--- config.mk ---
export PLATFORM = sky130hd
export DESIGN_NAME = dna_stream_search
export DESIGN_NICKNAME = d
export VERILOG_FILES = /design/src/rtl/dna_pkg.sv /design/src/rtl/dna_window_match.sv /design/src/rtl/dna_stream_search.sv
export SDC_FILE = /design/constraint.sdc
export NUM_CORES = 1
export LEC_CHECK = 0
export ABC_AREA = 1
export CAP_MARGIN = 20
export CORE_MARGIN = 2
export CORE_UTILIZATION = 50
export CTS_CLUSTER_SIZE = 14
export DETAILED_ROUTE_END_ITERATION = 10
export PLACE_DENSITY = 0.81
export SYNTH_ARGS = -nofsm -noshare
export SYNTH_HDL_FRONTEND = slang
export SYNTH_SLANG_ARGS = --single-unit
export TNS_END_PERCENT = 50
--- constraint.sdc ---
create_clock -name clock -period 5.2 [get_ports clock]
set_input_delay 1.04 -clock clock [delete_from_list [all_inputs] [get_ports clock]]
set_output_delay 1.04 -clock clock [all_outputs]
set_load 0.02 [all_outputs]
--- src/rtl/dna_pkg.sv ---
// Shared types for the DNA stream searcher: 2-bit nucleotide encoding and search FSM states.
package dna_pkg;

    typedef enum logic [1:0] {
        NUC_A = 2'b00,
        NUC_C = 2'b01,
        NUC_G = 2'b10,
        NUC_T = 2'b11
    } nuc_t;

    typedef enum logic [1:0] {
        S_IDLE,
        S_RUN,
        S_DONE
    } search_state_t;

endpackage

--- src/rtl/dna_window_match.sv ---
// Sliding nucleotide window with saturating fill count; compares the newest pat_len symbols
// (the incoming nuc_i included) against a pattern whose symbol 0 is the oldest.
module dna_window_match
    import dna_pkg::*;
#(
    parameter int MAX_PAT = 8,
    parameter int PL_W    = $clog2(MAX_PAT + 1)
) (
    input  logic                 clock,
    input  logic                 reset,
    input  logic                 clear_i,
    input  logic                 shift_i,
    input  nuc_t                 nuc_i,
    input  logic [2*MAX_PAT-1:0] pattern_i,
    input  logic [PL_W-1:0]      pat_len_i,
    output logic                 match_o
);

    localparam int IDX_W = (MAX_PAT > 1) ? $clog2(MAX_PAT) : 1;

    nuc_t             win_q [MAX_PAT];  // win_q[0] holds the most recently shifted symbol
    logic [PL_W-1:0]  fill_q;
    nuc_t             cand  [MAX_PAT];
    logic [IDX_W-1:0] idx;

    // NOTE: the window is a few flops rather than a RAM, so it takes the reset like any other state.
    always_ff @(posedge clock) begin
        if (reset || clear_i) begin
            for (int k = 0; k < MAX_PAT; k++) win_q[k] <= NUC_A;
            fill_q <= '0;
        end else if (shift_i) begin
            win_q[0] <= nuc_i;
            for (int k = 1; k < MAX_PAT; k++) win_q[k] <= win_q[k-1];
            if (int'(fill_q) < MAX_PAT) fill_q <= fill_q + 1'b1;
        end
    end

    // NOTE: every variable gets its default before any conditional update, so no latch is inferred.
    always_comb begin
        cand[0] = nuc_i;
        for (int k = 1; k < MAX_PAT; k++) cand[k] = win_q[k-1];
        idx     = '0;
        match_o = (pat_len_i != '0) && (int'(fill_q) + 1 >= int'(pat_len_i));
        for (int j = 0; j < MAX_PAT; j++) begin
            if (j < int'(pat_len_i)) begin
                idx = IDX_W'(int'(pat_len_i) - 1 - j);
                if (pattern_i[2*j +: 2] != cand[idx]) match_o = 1'b0;
            end
        end
    end

endmodule

--- src/rtl/dna_stream_search.sv ---
// Streaming DNA pattern searcher over a 1-cycle-latency sequence memory; reports the first match.
// Optional feature macro DNA_SEARCH_COUNT_EN: scan to the end and count every (overlapping) match.
module dna_stream_search
    import dna_pkg::*;
#(
    parameter int ADDR_W  = 16,
    parameter int MAX_PAT = 8,
    parameter int CNT_W   = 8
) (
    input  logic                         clock,
    input  logic                         reset,
    input  logic                         ready,
    input  logic [ADDR_W-1:0]            dna_start,
    input  logic [ADDR_W-1:0]            dna_length,
    input  logic [2*MAX_PAT-1:0]         pattern,
    input  logic [$clog2(MAX_PAT+1)-1:0] pat_len,
    output logic                         seq_re,
    output logic [ADDR_W-1:0]            seq_addr,
    input  logic [1:0]                   seq_data,
    output logic                         done,
    output logic                         found_it,
    output logic                         error,
    output logic [ADDR_W-1:0]            match_pos
`ifdef DNA_SEARCH_COUNT_EN
    ,
    output logic [CNT_W-1:0]             match_count
`endif
);

    localparam int PL_W = $clog2(MAX_PAT + 1);

    search_state_t        state_q;
    logic [ADDR_W-1:0]    start_q;
    logic [ADDR_W-1:0]    len_q;
    logic [ADDR_W-1:0]    issued_q;
    logic [ADDR_W-1:0]    arr_idx_q;
    logic [ADDR_W-1:0]    seq_addr_q;
    logic [ADDR_W-1:0]    match_pos_q;
    logic [2*MAX_PAT-1:0] pat_q;
    logic [PL_W-1:0]      pat_len_q;
    logic                 seq_re_q;
    logic                 rd_valid_q;
    logic                 done_q;
    logic                 found_q;
    logic                 error_q;

    logic                 accept;
    logic                 req_bad;
    logic [ADDR_W:0]      req_end;
    logic                 win_match;
    logic                 last_nuc;
    logic                 stop_now;
    logic [ADDR_W-1:0]    match_pos_d;

    assign accept  = ready && (state_q == S_IDLE || state_q == S_DONE);
    assign req_end = {1'b0, dna_start} + {1'b0, dna_length};
    assign req_bad = (pat_len == '0)
                  || (int'(pat_len) > MAX_PAT)
                  || ({{ADDR_W{1'b0}}, pat_len} > {{PL_W{1'b0}}, dna_length})
                  || (req_end > {1'b1, {ADDR_W{1'b0}}});

    // arr_idx_q is the index of the nucleotide currently on seq_data.
    assign last_nuc    = (arr_idx_q == len_q - 1'b1);
    assign match_pos_d = start_q + arr_idx_q + ADDR_W'(1) - ADDR_W'(pat_len_q);

`ifdef DNA_SEARCH_COUNT_EN
    assign stop_now = rd_valid_q && last_nuc;
`else
    assign stop_now = rd_valid_q && (last_nuc || win_match);
`endif

    dna_window_match #(
        .MAX_PAT (MAX_PAT),
        .PL_W    (PL_W)
    ) u_window (
        .clock     (clock),
        .reset     (reset),
        .clear_i   (accept),
        .shift_i   (rd_valid_q),
        .nuc_i     (nuc_t'(seq_data)),
        .pattern_i (pat_q),
        .pat_len_i (pat_len_q),
        .match_o   (win_match)
    );

    // NOTE: all state here uses <= so every register is computed from pre-edge values.
    always_ff @(posedge clock) begin
        if (reset) begin
            state_q     <= S_IDLE;
            start_q     <= '0;
            len_q       <= '0;
            pat_q       <= '0;
            pat_len_q   <= '0;
            issued_q    <= '0;
            arr_idx_q   <= '0;
            seq_addr_q  <= '0;
            seq_re_q    <= 1'b0;
            rd_valid_q  <= 1'b0;
            done_q      <= 1'b0;
            found_q     <= 1'b0;
            error_q     <= 1'b0;
            match_pos_q <= '0;
        end else begin
            case (state_q)
                S_IDLE, S_DONE: begin
                    if (accept) begin
                        start_q     <= dna_start;
                        len_q       <= dna_length;
                        pat_q       <= pattern;
                        pat_len_q   <= pat_len;
                        issued_q    <= ADDR_W'(1);
                        arr_idx_q   <= '0;
                        seq_addr_q  <= dna_start;
                        rd_valid_q  <= 1'b0;
                        found_q     <= 1'b0;
                        match_pos_q <= '0;
                        done_q      <= req_bad;
                        error_q     <= req_bad;
                        seq_re_q    <= !req_bad;
                        state_q     <= req_bad ? S_DONE : S_RUN;
                    end
                end
                S_RUN: begin
                    if (issued_q != len_q) begin
                        seq_addr_q <= seq_addr_q + 1'b1;
                        issued_q   <= issued_q + 1'b1;
                    end else begin
                        seq_re_q <= 1'b0;
                    end
                    rd_valid_q <= seq_re_q;
                    if (rd_valid_q) arr_idx_q <= arr_idx_q + 1'b1;
                    if (rd_valid_q && win_match && !found_q) begin
                        found_q     <= 1'b1;
                        match_pos_q <= match_pos_d;
                    end
                    // Reads still in flight when the search stops are simply never looked at.
                    if (stop_now) begin
                        state_q    <= S_DONE;
                        done_q     <= 1'b1;
                        seq_re_q   <= 1'b0;
                        rd_valid_q <= 1'b0;
                    end
                end
                default: state_q <= S_IDLE;
            endcase
        end
    end

`ifdef DNA_SEARCH_COUNT_EN
    logic [CNT_W-1:0] count_q;

    always_ff @(posedge clock) begin
        if (reset || accept) begin
            count_q <= '0;
        end else if (state_q == S_RUN && rd_valid_q && win_match && count_q != '1) begin
            count_q <= count_q + 1'b1;
        end
    end

    assign match_count = count_q;
`else
    logic [CNT_W-1:0] unused_cnt_w;
    assign unused_cnt_w = '0;
`endif

    assign seq_re    = seq_re_q;
    assign seq_addr  = seq_addr_q;
    assign done      = done_q;
    assign found_it  = found_q;
    assign error     = error_q;
    assign match_pos = match_pos_q;

endmodule

==> load_flow_metrics.sql <==
INSERT INTO impl_metrics (metric_group, metric, value, unit) VALUES
('status', 'outcome', 'finished, final reports clean', ''),
('cts', 'cts.sinks', '141', ''),
('floorplanning', 'chipWidth', '146', 'um'),
('grt', 'via_count_of_the_first_global_routing_pass', '9962', ''),
('floorplanning', 'initial_utilization', '51.3', '%'),
('sta', 'maxSlewViolCount', '0', ''),
('cts', 'cts_repair_resize_count', '0', ''),
('critical_path', 'setup.worst_path.class', 'register to register', ''),
('cts', 'clk_transition_reported_paths', '0.07', 'ns'),
('detailed_routing', 'routed_wire_length_per_instance', '15.8', 'um'),
('pwr', 'clock_power_share', '35.8', '%'),
('critical_path', 'rr_endpoint', 'issued_q[12]$_SDFFE_PP0P_', ''),
('finish', 'mostFrequentLayoutCell', 'sky130_fd_sc_hd__nand2_1', ''),
('detailed_routing', 'route.detailed.drc', '0', ''),
('critical_path', 'r2r_setup_slack', '1.68', 'ns'),
('floorplanning', 'floorplan.io_pins', '93', ''),
('sta', 'worst_hold_check_slack', '0.460', 'ns'),
('sta', 'finalSetupViolations', '0', ''),
('critical_path', 'crit_path_max_fanout', '24', ''),
('pwr', 'share_seq_of_total_power', '35.9', '%'),
('synth', 'yosys.cell_types.count', '50', ''),
('grt', 'initial_antenna_violation_count', '0', ''),
('placement', 'gp_congestion', '0.955', ''),
('cts', 'cts_buffers', '17', ''),
('detailed_routing', 'num_vias', '10626', ''),
('cts', 'clock_latency', '0.43', 'ns'),
('run', 'cap_viol_max_count', '0', ''),
('cts', 'cts_hold_buffers', '0', ''),
('critical_path', 'cp_common_cell', 'sky130_fd_sc_hd__inv_1', ''),
('placement', 'dp_hpwl', '22.7', 'mm'),
('detailed_routing', 'dr.pass1.iters', '7', ''),
('worst_hold_path', 'hold_path_depth', '2', ''),
('sta', 'timing.fmax', '284', 'MHz'),
('sta', 'final.setup_skew', '0.0110', 'ns'),
('sta', 'totalNegativeSetupSlack', '0', 'ns'),
('finish', 'syn_to_final_growth', '16.5', '%'),
('cts', 'cts_root_buffer', 'sky130_fd_sc_hd__clkbuf_16', ''),
('pwr', 'netSwitchingPower', '1230', 'uW'),
('critical_path', 'crit_buf_inv', '4', ''),
('worst_hold_path', 'hold_end', 'match_pos[15]$_SDFFE_PP0P_', ''),
('synth', 'synth-async-reset-ratio', '0', '%'),
('synth', 'postSynthCellCount', '1546', ''),
('detailed_routing', 'drt-initial-drc-count', '903', ''),
('finish', 'post_route_cells_drive_above_1_share', '4.47', '%'),
('finish', 'total_number_of_nets_in_the_final_design', '1740', ''),
('critical_path', 'setup.worst_path.end_class', 'register', ''),
('grt', 'grt_util_all_layers', '28.2', '%'),
('sta', 'rsz0062_at_grt', 'no', ''),
('finish', 'antennaDiodeCount', '0', ''),
('floorplanning', 'die_area', '0.0212', 'sq mm'),
('critical_path', 'rr_worst_depth', '12', ''),
('pwr', 'power-per-cell-area', '292', 'mW/mm^2'),
('pwr', 'leakage', '0.00518', 'uW'),
('synth', 'synth_area_leaders', 'sky130_fd_sc_hd__dfxtp_1 (25%), sky130_fd_sc_hd__nand2_1 (15%), sky130_fd_sc_hd__ha_1 (7.3%), sky130_fd_sc_hd__inv_1 (7.2%), sky130_fd_sc_hd__nand3_1 (6.6%)', ''),
('synth', 'mappedNetlistArea', '0.0100', 'sq mm'),
('critical_path', 'crit-reg2reg-launch', 'state_q[0]$_SDFFE_PP0P_', ''),
('critical_path', 'crit_slowest_cell', 'sky130_fd_sc_hd__inv_1', ''),
('synth', 'yosysWarningCount', '0', ''),
('floorplanning', 'rows', '51', ''),
('synth', 'synth_top_flop_cell', 'sky130_fd_sc_hd__dfxtp_1', ''),
('sta', 'worst_slew_pin_slew', '0.806', 'ns'),
('floorplanning', 'fp.dieH', '146', 'um'),
('worst_hold_path', 'worst_hold_path_type', 'register to register', ''),
('placement', 'buffer_ports.inserted', '92', ''),
('synth', 'synth_seq_area_share', '29.5', '%'),
('grt', 'grt_start_max_net_pins', '82', ''),
('cts', 'cts_buffer_depth', '2', ''),
('sta', 'period_share', '67.7', '%'),
('synth', 'syn_nets', '1667', ''),
('detailed_routing', 'routed_wirelength', '30.1', 'mm'),
('pwr', 'internal_power', '2190', 'uW');
-- registers in the layout, summed over array words and instances (netlist names), 2 cells and up --
name,flops
match_pos,16
start_q,16
u_window.win_q,14
seq_addr,16
pat_len_q,4
issued_q,16
len_q,16
arr_idx_q,16
pat_q,16
state_q,2
u_window.fill_q,4
-- metal layers --
metal	up-vias	global-route usage, %	share of wire [%]
met5	-	0	0
met4	0	10.8	3.2
met3	80	6.49	8.7
met2	472	46.2	45
met1	4862	36.0	43
li1	5212	-	-
-- area by class of cell --
type / instances / area, sq um / area share, %
clock inverter: 15 / 153 / 1.30
clock buffer: 17 / 425 / 3.63
multi-input combinational: 1160 / 6110 / 52.2
sequential: 141 / 2960 / 25.3
timing repair buffer: 99 / 973 / 8.32
inverter: 200 / 751 / 6.41
tap: 265 / 332 / 2.83
-- metrics by stage --
stage / setup slack (ns) / cells / cell area, sq um
after floorplan: 2.40 / 1546 / 10000
after global placement: 1.55 / 1865 / 11100
after detailed placement: 1.46 / 1865 / 11100
after CTS: 1.79 / 1897 / 11700
after global routing: 1.40 / 1897 / 11700
final: 1.68 / 1897 / 11700
-- worst register-to-register path: stages (launching register included) --
cell	delay, ns
sky130_fd_sc_hd__dfxtp_1	0.38
sky130_fd_sc_hd__inv_1	0.09
sky130_fd_sc_hd__nor2_4	0.47
sky130_fd_sc_hd__inv_1	0.55
sky130_fd_sc_hd__nand2_1	0.29
sky130_fd_sc_hd__nand2_1	0.07
sky130_fd_sc_hd__buf_4	0.22
sky130_fd_sc_hd__inv_1	0.53
sky130_fd_sc_hd__nand3_1	0.33
sky130_fd_sc_hd__nor3_2	0.25
sky130_fd_sc_hd__nand3_1	0.09
sky130_fd_sc_hd__o21ai_0	0.08
sky130_fd_sc_hd__nor2_1	0.05
-- worst max path at each step --
stage	startpoint	end	slack [ns]	cells past startpoint
floorplan	dna_start[0]	done$_SDFFE_PP0P_	2.40	14
CTS	state_q[0]$_SDFFE_PP0P_	issued_q[12]$_SDFFE_PP0P_	1.79	12
finish	state_q[0]$_SDFFE_PP0P_	issued_q[12]$_SDFFE_PP0P_	1.68	12
global placement	dna_start[0]	done$_SDFFE_PP0P_	1.55	15
detailed placement	dna_start[0]	done$_SDFFE_PP0P_	1.46	15
global route	state_q[0]$_SDFFE_PP0P_	issued_q[12]$_SDFFE_PP0P_	1.40	12
-- power groups by stage --
| stage | logic [uW] | clock network [uW] | registers, uW |
|---|---|---|---|
| 3_3_place_gp | 928 | 0 | 1250 |
| 4_1_cts | 951 | 1230 | 1220 |
| 2_1_floorplan | 669 | 0 | 1240 |
| 5_1_grt | 1080 | 1280 | 1230 |
| 6_report | 965 | 1220 | 1230 |
| 3_5_place_dp | 943 | 0 | 1250 |
-- Yosys cell counts, drive strengths merged (2+ instances only) --
cell    number
nor3b        3
xnor2       16
a21oi      122
buf         12
or2          6
xor2        44
nor3        27
o21ai      116
ha          59
and3         2
nor4        11
edfxtp      14
o211ai       3
fa           5
a211oi       4
nand2      399
dfxtp      127
nand4       23
clkbuf      33
o21bai       4
a31oi        7
nand3b       9
inv        199
o22ai        3
o21a         3
nor2       151
nand3      136
-- logic make-up (layout without fill, tap and decap cells) --
family	Yosys count	after routing	synth area share (%)
AO/OA/AOI/OAI	267	267	14.0
XOR/XNOR	60	60	5.23
adder cells (fa/ha/maj)	64	64	8.34
buffers and inverters	245	331	9.76
flip-flops	141	141	29.5
AND/OR/NAND/NOR	769	769	33.2
(Power assumes the default switching activity.)
